[src/rtl/tlight_pkg.sv]
// Shared types for the tlight controller and its downstream safety guard.
// Colours are one-hot; anything else on the wire is an encoding fault.
package tlight_pkg;

   typedef enum logic [2:0] {
      RED    = 3'b100,
      YELLOW = 3'b010,
      GREEN  = 3'b001
   } light_t;

   typedef enum logic [1:0] {
      ARM     = 2'd0,
      MONITOR = 2'd1,
      FAULT   = 2'd2
   } guard_state_t;

   typedef enum logic [2:0] {
      NONE     = 3'd0,
      ENC      = 3'd1,
      CONFLICT = 3'd2,
      SEQ      = 3'd3,
      DWELL    = 3'd4
   } fault_code_t;

   function automatic logic is_light(input logic [2:0] c);
      return (c == RED) || (c == YELLOW) || (c == GREEN);
   endfunction

endpackage

[src/rtl/tlight_dwell.sv]
// Per-direction history: previous colour and consecutive-yellow counter.
// Flags are raw; the guard decides in which states they count.
module tlight_dwell
   import tlight_pkg::*;
#(
   parameter int MIN_YELLOW = 3
) (
   input  logic       clock,
   input  logic       reset,
   input  logic       run,
   input  logic [2:0] colour,
   output logic       enc_err,
   output logic       seq_err,
   output logic       dwell_err
);

   localparam int CW = $clog2(MIN_YELLOW + 1);

   logic [2:0]    prev_q;
   logic [CW-1:0] ycnt_q;

   // Counter is held at zero while faulted so a fresh yellow count starts in ARM.
   always_ff @(posedge clock) begin
      if (reset) begin
         prev_q <= RED;
         ycnt_q <= '0;
      end else begin
         prev_q <= colour;
         if (!run || colour != YELLOW)
            ycnt_q <= '0;
         else if (ycnt_q != CW'(MIN_YELLOW))
            ycnt_q <= ycnt_q + 1'b1;
      end
   end

   assign enc_err   = !is_light(colour);
   assign seq_err   = (prev_q == RED   && colour == GREEN) ||
                      (prev_q == GREEN && colour == RED);
   assign dwell_err = (prev_q == YELLOW) && (colour != YELLOW) &&
                      (ycnt_q < CW'(MIN_YELLOW));

endmodule

[src/rtl/tlight_guard.sv]
// Safety guard after tlight: passes colours through, latches the first fault.
// TLIGHT_GUARD_FLASH_EN selects flashing yellow (and FLASH_HALF) over steady red.
module tlight_guard
   import tlight_pkg::*;
#(
   parameter int MIN_YELLOW = 3
`ifdef TLIGHT_GUARD_FLASH_EN
   , parameter int FLASH_HALF = 4
`endif
) (
   input  logic       clock,
   input  logic       reset,
   input  logic [2:0] ns,
   input  logic [2:0] we,
   input  logic       fault_clr,
   output logic [2:0] ns_out,
   output logic [2:0] we_out,
   output logic       fault,
   output logic [2:0] fault_code
);

   logic [1:0][2:0] colour;
   logic [1:0]      enc_err, seq_err, dwell_err;
   logic            run, conflict;
   logic [2:0]      fail_lamp, ns_d, we_d;
   guard_state_t    state_q, state_d;
   fault_code_t     code_q, code_d, det_code;

   assign colour = {ns, we};
   assign run    = (state_q != FAULT);

   for (genvar i = 0; i < 2; i++) begin : g_dir
      tlight_dwell #(.MIN_YELLOW(MIN_YELLOW)) u_dwell (
         .clock     (clock),
         .reset     (reset),
         .run       (run),
         .colour    (colour[i]),
         .enc_err   (enc_err[i]),
         .seq_err   (seq_err[i]),
         .dwell_err (dwell_err[i])
      );
   end

   assign conflict = (ns == GREEN && we != RED) || (we == GREEN && ns != RED);

   // Lowest code wins; history checks only once ARM has captured a sample.
   always_comb begin
      det_code = NONE;
      if (|enc_err)                              det_code = ENC;
      else if (conflict)                         det_code = CONFLICT;
      else if (state_q == MONITOR && |seq_err)   det_code = SEQ;
      else if (state_q == MONITOR && |dwell_err) det_code = DWELL;
   end

`ifdef TLIGHT_GUARD_FLASH_EN
   localparam int FW = $clog2(2 * FLASH_HALF);
   logic [FW-1:0] flash_q, flash_d;

   always_comb begin
      flash_d = '0;
      if (state_q == FAULT && flash_q != FW'(2 * FLASH_HALF - 1))
         flash_d = flash_q + 1'b1;
   end

   assign fail_lamp = (flash_d < FW'(FLASH_HALF)) ? YELLOW : 3'b000;

   always_ff @(posedge clock) begin
      if (reset) flash_q <= '0;
      else       flash_q <= flash_d;
   end
`else
   assign fail_lamp = RED;
`endif

   always_ff @(posedge clock) begin
      if (reset) begin
         state_q <= ARM;
         ns_out  <= RED;
         we_out  <= RED;
         code_q  <= NONE;
      end else begin
         state_q <= state_d;
         ns_out  <= ns_d;
         we_out  <= we_d;
         code_q  <= code_d;
      end
   end

   always_comb begin
      state_d = state_q;
      unique case (state_q)
         ARM, MONITOR: state_d = (det_code != NONE) ? FAULT : MONITOR;
         FAULT:        if (fault_clr) state_d = ARM;
         default:      state_d = ARM;
      endcase
   end

   // The violating sample never reaches the lamps: FAULT entry drives fail_lamp.
   always_comb begin
      ns_d   = ns;
      we_d   = we;
      code_d = code_q;
      if (state_d == FAULT) begin
         ns_d = fail_lamp;
         we_d = fail_lamp;
         if (state_q != FAULT) code_d = det_code;
      end else if (state_d == ARM) begin
         ns_d   = RED;
         we_d   = RED;
         code_d = NONE;
      end
   end

   assign fault      = (state_q == FAULT);
   assign fault_code = code_q;

endmodule
[config.mk]
export PLATFORM = sky130hd
export DESIGN_NAME = tlight_guard
export DESIGN_NICKNAME = d
export VERILOG_FILES = /design/src/rtl/tlight_pkg.sv /design/src/rtl/tlight_dwell.sv /design/src/rtl/tlight_guard.sv
export SDC_FILE = /design/constraint.sdc
export NUM_CORES = 1
export LEC_CHECK = 0
export CORE_MARGIN = 5
export CORE_UTILIZATION = 54
export DETAILED_ROUTE_END_ITERATION = 10
export PLACE_DENSITY = 0.82
export SYNTH_ARGS = -nofsm -noshare
export SYNTH_HDL_FRONTEND = slang
export SYNTH_HIERARCHICAL = 1
export SYNTH_SLANG_ARGS = --single-unit
[constraint.sdc]
create_clock -name clock -period 4.45 [get_ports clock]
set_clock_uncertainty 0.15 [all_clocks]
set_input_delay 1.1125 -clock clock [delete_from_list [all_inputs] [get_ports clock]]
set_output_delay 1.1125 -clock clock [all_outputs]
set_load 0.01 [all_outputs]
==> metrics.cfg <==
[status]
status=finished, final reports clean

[logic_synthesis]
synthesis.area_um2=1010
syn_inst=102
synth_edf_count=0
synth_area_per_cell_um2=9.95
yosys_warnings=6
ys_types=35
synth_ff_type=dfxtp_1
ys_ff_latch=21
yosys-top-cells-area=dfxtp_1, or4bb_1, mux2i_1
seq_area_frac_synth_pct=41.4
async_reset_ff_share_pct=0
syn-num-nets=113
yosys.area.top_type=dfxtp_1
synth_top_area_share_pct=41.4

[floorplan]
die_x_um=53.4
placementRows=15
ios=19
dieArea_um2=2850
die-height_um=53.4
core-area_um2=1760
floorplan.initialDensity_pct=57.5

[cts]
insertion_delay_ps=310
cts_hold_buf=0
cts_buffers=3
ctsRootBufferMaster=clkbuf_4
htreeDepth=1
clock_sinks=21
max-clock-path-buffers=2
cts_setup_buffers=0
tritoncts=done
cts_resized=0
path_clk_slew_ps=120

[setup_path]
reg2reg_depth=7
r2r_start=g_dir[1].u_dwell/ycnt_q[0]
r2r_slack_ps=2190
crit_type=in -> reg
endpoint=we_out[2]
critPathLaunch=ns[2]
r2r-end=fault_code[1]
crit_arrival_ps=3160
critPathCaptureType=flip-flop
crit_fanout=10
start_kind=input port
cp.required_ps=4560

[sta]
finalSetupTns_ps=0
worst_pin_slew_ps=388
fmax_mhz=328
rsz0062_at_grt=false
whs_ps=348
hold_viol=0
period_share_pct=68.6
slew_headroom_pct=73.4
slew_violations=0
finalSetupViolations=0
finalCriticalPeriod_ps=3050

[layout]
multi_input_area_um2=561
num_antenna_cells=0
nNetsFinal=135
drive_above_1_share_pct=8.94
regArea_um2=420
area_growth_pct=22.4
fillCellCount=159

[placed_design]
gp_congestion=0.760
io_buffer_count=18
dp_hpwl_um=1630

[power_and_ir_drop]
p_comb_share_pct=15.7
vdd.ir_drop.worst_uv=184
p_int_mw=0.255
p_seq_share_pct=57.6
leakage_nw=0.486
swShare_pct=26.8
p_sw_mw=0.0934
powerDensity_nw_per_um2=280
pwr-share-clk_pct=26.7

[route]
avgRoutedWirePerCell_um=14.6
wl_met3_um=85
wl_met2_um=1090
vias=843
drt-initial-drc-count=12
drc_errors=0
routed_wl_um=2170
ant_nets=0
top_layer=met4
wl_met1_um=960
vias_per_cell=5.70
firstDrtPassIters=4

[min_path]
timing.hold.worst.start=fault_code[1]
hold_depth=1
hold_class=reg -> reg

[global_routing]
antenna_found_initial=0
groute.usage.overall_pct=16.8
grt_pass1_wl_um=3430
overflow=0
grt_max_degree=13
grt_pass1_vias=827

[flow_run]
max-cap-violations=0

[layout make-up]
| type | instances | share of cell area [%] |
|---|---|---|
| multi-input cells | 74 | 45.1 |
| flip-flops and latches | 21 | 33.8 |
| repair buffers | 18 | 14.5 |
| well taps | 25 | 2.52 |
| clock buffers | 3 | 1.81 |
| inverters | 6 | 1.81 |
| clock inverters | 1 | 0.403 |
[power groups by stage]
| stage | clock network, mW | registers [mW] | logic (mW) |
|---|---|---|---|
| 6_report | 0.0929 | 0.201 | 0.0548 |
| 5_1_grt | 0.104 | 0.202 | 0.0593 |
| 4_1_cts | 0.0969 | 0.201 | 0.0549 |
| 3_5_place_dp | 0 | 0.205 | 0.0547 |
| 3_3_place_gp | 0 | 0.204 | 0.0529 |
| 2_1_floorplan | 0 | 0.203 | 0.0328 |
[how the worst min path moves through the flow]
| stage | end | slack, ps |
|---|---|---|
| 6_report | fault_code[1] | 350 |
| 5_1_grt | fault_code[1] | 390 |
| 4_1_cts | fault_code[1] | 360 |
| 3_5_place_dp | fault_code[1] | 320 |
| 3_3_place_gp | fault_code[1] | 310 |
| 2_1_floorplan | fault_code[1] | 360 |
[stage by stage]
| stage | setup slack [ps] | power (mW) | instances | util [%] | area (um2) |
|---|---|---|---|---|---|
| 2_1_floorplan | 1900 | 0.235 | 102 | - | 1010 |
| 3_3_place_gp | 1130 | 0.257 | 144 | 68.9 | 1210 |
| 3_5_place_dp | 1060 | 0.259 | 144 | 68.9 | 1210 |
| 4_1_cts | 1390 | 0.352 | 148 | 70.4 | 1240 |
| 5_1_grt | 1280 | 0.365 | 148 | 70.4 | 1240 |
| 6_report | 1400 | 0.348 | 148 | 70.4 | 1240 |
[critical path, cell delays in order]
cell,delay (ps)
clkdlybuf4s50_1,580
or4bb_1,560
a211oi_1,290
nor2_1,120
o32a_2,220
nand4_4,140
or3_1,130
[registers in the layout (all words and copies together), names as in the netlist]
name                  count
ns_out                    3
we_out                    3
state_q                   2
g_dir.u_dwell/ycnt_q      4
fault_code                3
g_dir.u_dwell/prev_q      6
[layer usage]
metal | GRT usage [%] | vias to the layer above
li1 | - | 420
met2 | 29.2 | 19
met1 | 18.8 | 400
met3 | 2.54 | 4
met4 | 10.2 | 0
met5 | 0 | -
[cells by family after synthesis]
group,Yosys count,synth area share [%]
AO/OA/AOI/OAI,17,12.2
AND/OR/NAND/NOR,47,33.2
multiplexers,4,3.95
buffers and inverters,7,3.33
flip-flops,21,41.4
adder cells (fa/ha/maj),2,2.47
XOR/XNOR,4,3.45
[cell usage after synthesis (3+ instances only)]
cell type,instances
dfxtp_1,21
a21oi_1,4
xor2_1,4
or3_1,3
or4bb_1,4
nor2b_1,5
mux2i_1,4
inv_1,6
nor2_1,9
nor3_1,4
nor3b_1,4
or4b_1,4
[cell usage in the layout (no fill, tap or decap), drive strengths merged, types with 3 or more instances in the layout]
cell | synthesis | routed
nor2b | 5 | 5
or3 | 3 | 3
or4bb | 4 | 4
a21oi | 4 | 4
or4b | 4 | 4
nor3b | 4 | 4
clkdlybuf4s50 | 0 | 18
xor2 | 4 | 4
nand3 | 3 | 3
inv | 6 | 6
or2 | 3 | 3
dfxtp | 21 | 21
nor3 | 5 | 5
nor2 | 9 | 9
clkbuf | 0 | 3
mux2i | 4 | 4
Note: power is estimated with default switching activity, not from simulation.
